**src/rtl/axi4_lite_globals_pkg.sv**
```systemverilog
// rtl/axi4_lite_globals_pkg.sv - shared AXI4-Lite widths, write FSM states and response codes
package Axi4LiteGlobalsPkg;

  localparam int ADDRESS_WIDTH = 32;
  localparam int DATA_WIDTH    = 32;
  localparam int STRB_WIDTH    = DATA_WIDTH / 8;

  localparam logic [1:0] OKAY   = 2'b00;
  localparam logic [1:0] SLVERR = 2'b10;
  localparam logic [1:0] DECERR = 2'b11;

  typedef enum logic [1:0] {
    IDLE = 2'd0,
    SEND = 2'd1,
    RESP = 2'd2
  } wr_state_e;

endpackage

```
**src/rtl/axi4_lite_rr_arbiter.sv**
```systemverilog
// rtl/axi4_lite_rr_arbiter.sv - one-hot grant from a request vector, rotating from a pointer
// Build option: AXI4LITE_WR_FIXED_PRIO_EN makes the lowest requesting index always win.
module axi4_lite_rr_arbiter #(
  parameter int NUM_REQ = 4,
  parameter int PTR_W   = 2
) (
  input  logic [NUM_REQ-1:0] req_i,
  input  logic [PTR_W-1:0]   ptr_i,
  input  logic               en_i,
  output logic [NUM_REQ-1:0] gnt_o
);

  logic [PTR_W-1:0] idx;
  logic             found;

`ifdef AXI4LITE_WR_FIXED_PRIO_EN
  logic unused_ptr;
  assign unused_ptr = ^ptr_i;
`endif

  // Walk the requesters in priority order and take the first one found.
  always_comb begin
    gnt_o = '0;
    idx   = '0;
    found = 1'b0;
    for (int k = 0; k < NUM_REQ; k++) begin
`ifdef AXI4LITE_WR_FIXED_PRIO_EN
      idx = PTR_W'(k);
`else
      idx = PTR_W'((int'(ptr_i) + k) % NUM_REQ);
`endif
      if (en_i && !found && req_i[idx]) begin
        gnt_o[idx] = 1'b1;
        found      = 1'b1;
      end
    end
  end

endmodule

```
**src/rtl/axi4_lite_write_arbiter.sv**
```systemverilog
// rtl/axi4_lite_write_arbiter.sv - shares one AXI4-Lite AW/W/B master port among NUM_REQ requesters
// Build option: AXI4LITE_WR_FIXED_PRIO_EN selects fixed priority instead of round-robin.
module axi4_lite_write_arbiter
  import Axi4LiteGlobalsPkg::*;
#(
  parameter int NUM_REQ = 4
) (
  input  logic                             aclk,
  input  logic                             aresetn,
  input  logic [NUM_REQ-1:0]               req_valid,
  output logic [NUM_REQ-1:0]               req_ready,
  input  logic [NUM_REQ*ADDRESS_WIDTH-1:0] req_addr,
  input  logic [NUM_REQ*DATA_WIDTH-1:0]    req_data,
  input  logic [NUM_REQ*STRB_WIDTH-1:0]    req_strb,
  input  logic [NUM_REQ*3-1:0]             req_prot,
  output logic [NUM_REQ-1:0]               rsp_valid,
  output logic [1:0]                       rsp_resp,
  output logic [ADDRESS_WIDTH-1:0]         awaddr,
  output logic [2:0]                       awprot,
  output logic                             awvalid,
  input  logic                             awready,
  output logic [DATA_WIDTH-1:0]            wdata,
  output logic [STRB_WIDTH-1:0]            wstrb,
  output logic                             wvalid,
  input  logic                             wready,
  input  logic [1:0]                       bresp,
  input  logic                             bvalid,
  output logic                             bready
);

  localparam int PTR_W = $clog2(NUM_REQ);

  wr_state_e                state_q;
  logic [PTR_W-1:0]         ptr_q;
  logic [PTR_W-1:0]         ptr_d;
  logic [PTR_W-1:0]         owner_q;
  logic [ADDRESS_WIDTH-1:0] awaddr_q;
  logic [2:0]               awprot_q;
  logic [DATA_WIDTH-1:0]    wdata_q;
  logic [STRB_WIDTH-1:0]    wstrb_q;
  logic                     awvalid_q;
  logic                     wvalid_q;
  logic                     bready_q;
  logic [NUM_REQ-1:0]       rsp_valid_q;
  logic [1:0]               rsp_resp_q;

  logic                     arb_en;
  logic [NUM_REQ-1:0]       gnt;
  logic [PTR_W-1:0]         gnt_idx;
  logic                     aw_done;
  logic                     w_done;

  logic [ADDRESS_WIDTH-1:0] addr_arr [NUM_REQ];
  logic [DATA_WIDTH-1:0]    data_arr [NUM_REQ];
  logic [STRB_WIDTH-1:0]    strb_arr [NUM_REQ];
  logic [2:0]               prot_arr [NUM_REQ];

  for (genvar i = 0; i < NUM_REQ; i++) begin : g_unpack
    assign addr_arr[i] = req_addr[i*ADDRESS_WIDTH +: ADDRESS_WIDTH];
    assign data_arr[i] = req_data[i*DATA_WIDTH +: DATA_WIDTH];
    assign strb_arr[i] = req_strb[i*STRB_WIDTH +: STRB_WIDTH];
    assign prot_arr[i] = req_prot[i*3 +: 3];
  end

  // Gating with aresetn keeps a request from being accepted while reset is held.
  assign arb_en = aresetn && (state_q == IDLE);

  axi4_lite_rr_arbiter #(
    .NUM_REQ (NUM_REQ),
    .PTR_W   (PTR_W)
  ) u_arb (
    .req_i (req_valid),
    .ptr_i (ptr_q),
    .en_i  (arb_en),
    .gnt_o (gnt)
  );

  assign req_ready = gnt;

  always_comb begin
    gnt_idx = '0;
    for (int i = 0; i < NUM_REQ; i++) begin
      if (gnt[i]) gnt_idx = PTR_W'(i);
    end
  end

  assign ptr_d = (gnt_idx == PTR_W'(NUM_REQ - 1)) ? '0 : gnt_idx + PTR_W'(1);

  // A channel counts as done once its valid has dropped or it handshakes this cycle.
  assign aw_done = !awvalid_q || awready;
  assign w_done  = !wvalid_q  || wready;

  always_ff @(posedge aclk or negedge aresetn) begin
    if (!aresetn) begin
      state_q     <= IDLE;
      ptr_q       <= '0;
      owner_q     <= '0;
      awaddr_q    <= '0;
      awprot_q    <= '0;
      wdata_q     <= '0;
      wstrb_q     <= '0;
      awvalid_q   <= 1'b0;
      wvalid_q    <= 1'b0;
      bready_q    <= 1'b0;
      rsp_valid_q <= '0;
      rsp_resp_q  <= '0;
    end else begin
      rsp_valid_q <= '0;
      case (state_q)
        IDLE: begin
          if (|gnt) begin
            owner_q   <= gnt_idx;
            ptr_q     <= ptr_d;
            awaddr_q  <= addr_arr[gnt_idx];
            awprot_q  <= prot_arr[gnt_idx];
            wdata_q   <= data_arr[gnt_idx];
            wstrb_q   <= strb_arr[gnt_idx];
            awvalid_q <= 1'b1;
            wvalid_q  <= 1'b1;
            state_q   <= SEND;
          end
        end
        SEND: begin
          if (awready) awvalid_q <= 1'b0;
          if (wready)  wvalid_q  <= 1'b0;
          if (aw_done && w_done) begin
            bready_q <= 1'b1;
            state_q  <= RESP;
          end
        end
        RESP: begin
          if (bvalid) begin
            bready_q    <= 1'b0;
            rsp_resp_q  <= bresp;
            rsp_valid_q <= NUM_REQ'(1) << owner_q;
            state_q     <= IDLE;
          end
        end
        default: state_q <= IDLE;
      endcase
    end
  end

  assign awaddr    = awaddr_q;
  assign awprot    = awprot_q;
  assign awvalid   = awvalid_q;
  assign wdata     = wdata_q;
  assign wstrb     = wstrb_q;
  assign wvalid    = wvalid_q;
  assign bready    = bready_q;
  assign rsp_valid = rsp_valid_q;
  assign rsp_resp  = rsp_resp_q;

endmodule

```
**config.mk**
```make
export PLATFORM = sky130hd
export DESIGN_NAME = axi4_lite_write_arbiter
export DESIGN_NICKNAME = d
export VERILOG_FILES = /design/src/rtl/axi4_lite_globals_pkg.sv /design/src/rtl/axi4_lite_rr_arbiter.sv /design/src/rtl/axi4_lite_write_arbiter.sv
export SDC_FILE = /design/constraint.sdc
export NUM_CORES = 1
export LEC_CHECK = 0
export CORE_AREA = 2 2 146 148
export CTS_CLUSTER_SIZE = 28
export DETAILED_ROUTE_END_ITERATION = 8
export DIE_AREA = 0 0 148 150
export DONT_BUFFER_PORTS = 1
export GPL_ROUTABILITY_DRIVEN = 0
export PLACE_DENSITY = 0.46
export SETUP_SLACK_MARGIN = 0.3
export SLEW_MARGIN = 40
export SYNTH_ARGS = -nofsm -noshare
export SYNTH_HDL_FRONTEND = slang
export SYNTH_SLANG_ARGS = --single-unit
```
**constraint.sdc**
```tcl
create_clock -name aclk -period 6.72 [get_ports aclk]
set_input_delay 1.008 -clock aclk [delete_from_list [all_inputs] [get_ports aclk]]
set_output_delay 1.008 -clock aclk [all_outputs]
set_load 0.01 [all_outputs]
```
==> impl_metrics.json <==
{
  "fin_worst_skew_ns": 0.0122,
  "maxCapViolCount": 0,
  "startpoint": "ptr_q[0]",
  "routedWlPerCell_microns": 22.5,
  "p_int_mw": 1.70,
  "synth.ff_latch_count": 86,
  "switching_share_pct": 46.3,
  "placedCellCount": 808,
  "cp_max_fo": 45,
  "status": "complete, no violations",
  "final_cell_mix": "86 x dfrtp_1, 84 x inv_1, 82 x nand2_1, 74 x o221ai_1, 73 x nand3_1",
  "io_buffers": 0,
  "io_pins": 379,
  "antenna_found_initial": 1,
  "rsz0062_at_grt": "false",
  "cts_tree": "built",
  "insertion_delay_ns": 0.35,
  "instances_no_fill": 826,
  "clk_pin_slew_worst_paths_ns": 0.07,
  "synth_top_family_by_area": "compound AO/OA/AOI/OAI gates",
  "dr.pass1.iters": 6,
  "ys.flop_type": "dfrtp_1",
  "crit_buf_inv": 2,
  "slowest_delay_ns": 0.58,
  "worstPathArrival_ns": 2.96,
  "cts_buffers": 9,
  "synth_area_leaders": "dfrtp_1 41%, o221ai_1 12%, a32oi_1 12%, nand3_1 7.0%, inv_1 6.1%",
  "ir_worst_vdd_uv": 146,
  "cts_resized": 0,
  "power_density_nw_per_um2": 554,
  "clkPwrFrac_pct": 16.9,
  "post_synth.cell_area_avg_sq_um": 8.93,
  "power_switching_mw": 1.46,
  "hold_class": "in -> async",
  "finalHoldViolCount": 0,
  "worstMarginPinSlew_ns": 0.833,
  "synth_xor_area_share_pct": 0,
  "ant_nets": 0,
  "yosysUniqueCellTypes": 36,
  "grt_pass1_wl_microns": 27500,
  "p_seq_share_pct": 35.3,
  "grt_max_degree": 88,
  "comb_power_share_pct": 47.8,
  "nNetsFinal": 849,
  "yosys.area.top_type_share_pct": 41.3,
  "dieArea_sq_um": 22200,
  "die_w_microns": 148,
  "clock-root-buffer": "clkbuf_16",
  "critPathTopFamily": "compound AO/OA/AOI/OAI gates",
  "finalCritPeriodShare_pct": 59.0,
  "tns_ns": 0,
  "cts_sinks": 86,
  "dr_total_vias": 4965,
  "synth_largest_area_cell": "dfrtp_1",
  "placed_cell_area_sq_um": 5370,
  "path_cells": "inv_1, ha_1, mux4_2, nor2b_1, a221o_1, a32o_4, buf_12",
  "cellLeakagePower_nw": 2.29,
  "crit_slowest_cell": "dfrtp_1",
  "yosys.area_share.simple_pct": 15.4,
  "initial_utilization_pct": 25.2,
  "synthArstFlopShare_pct": 100,
  "setup_viol": 0,
  "p_total_mw": 3.16,
  "fp-row-count": 53,
  "synth_warnings": 0,
  "netlist_area_sq_um": 5200,
  "track_usage_pct": 15.9,
  "final_core_util_pct": 27.6,
  "r2r-start": "ptr_q[0]",
  "overflow": 0,
  "maxSlewHeadroom_pct": 44.5,
  "synth_nets": 887,
  "routed_wl_microns": 18600,
  "layout_commonest_cell": "dfrtp_1",
  "path_class": "reg -> out",
  "period_needed_ns": 3.97,
  "required_ns": 5.71,
  "synth_edf_count": 0,
  "synth_compound_gate_area_share_pct": 26.9,
  "ctsHtreeMaxLevel": 3,
  "fmax_ghz": 0.252,
  "end_kind": "primary output",
  "via_per_inst": 6.01,
  "die_y_microns": 150,
  "core_sq_um": 20700,
  "place_hpwl_microns": 13000,
  "drt_iter0_markers": 328,
  "seq_area_frac_synth_pct": 41.3,
  "syn_inst": 583,
  "clockBufferDepth": 2,
  "final-max-slew-violation-count": 0,
  "drive_gt1_share_pct": 7.27,
  "final_cell_area_sq_um": 5710,
  "muxShareOfSynthArea_pct": 2.60,
  "grt_pass1_vias": 4993,
  "cp-start-kind": "register",
  "hold_buffers": 0,
  "synth_fa_ha_area_share_pct": 2.16,
  "cts_setup_buffers": 0,
  "area_growth_pct": 9.76,
  "drc_errors": 0
}
sequential cells by signal (all words and copies together), names as in the netlist, 2 cells and up:
name,count
rsp_valid,4
awprot,3
owner_q,2
rsp_resp,2
awaddr,32
wdata,32
ptr_q,2
wstrb,4
state_q,2
area by class of cell:
type | count | area (sq um)
clock inverters | 5 | 63.8
multi-input cells | 355 | 2490
clock buffers | 11 | 253
diodes | 1 | 2.50
well taps | 275 | 344
fillers | 2215 | 15000
repair buffers | 8 | 83.8
inverters | 85 | 319
flip-flops and latches | 86 | 2150
layer usage:
| layer | part of all wire (%) | global-route usage, % |
|---|---|---|
| met1 | 38 | 18.5 |
| met2 | 50 | 27.1 |
| met3 | 9.3 | 5.00 |
| met4 | 2.9 | 6.57 |
| met5 | 0 | 0 |
kinds of logic after synthesis:
kind of cell / count (synthesis)
DFF: 86
and+or+nand+nor: 175
buffers and inverters: 142
muxes: 8
adders and majority gates: 9
AOI/OAI and AO/OA: 163
worst paths after layout:
check	cells after the start	slack (ns)	to
max	7	2.75	req_ready[2]
max in group asynchronous	0	6.24	awaddr[31]
max reg2reg	9	2.87	wdata[4]
min	0	0.35	awaddr[26]
min in group aclk	1	0.50	rsp_valid[0]
min reg2reg	1	0.50	rsp_valid[0]
cell usage after synthesis (3+ instances only):
cell type and number:
dfrtp_1 86, inv_1 84, nand2_1 82, o221ai_1 74, nand3_1 73, a32oi_1 71
clkbuf_1 35, buf_2 14, ha_1 9, buf_6 7, nor3b_1 5, and2_1 4
mux2_2 4, mux4_2 4, a21o_1 3, o21ai_0 3
metrics by stage:
step           setup WS, ns  hold slack [ns]
6_report               2.75            0.347
5_1_grt                2.58            0.319
4_1_cts                2.68            0.328
3_5_place_dp           2.60            0.493
3_3_place_gp           2.28            0.494
2_1_floorplan          3.07            0.453
power groups by stage:
stage / Sequential (mW) / Combinational, mW / Clock [mW]
6_report: 1.12 / 1.51 / 0.534
4_1_cts: 1.12 / 1.50 / 0.559
3_3_place_gp: 1.13 / 1.44 / 0
2_1_floorplan: 1.04 / 1.24 / 0
3_5_place_dp: 1.12 / 1.51 / 0
5_1_grt: 1.14 / 1.68 / 0.583
Note: power is estimated with default switching activity, not from simulation.
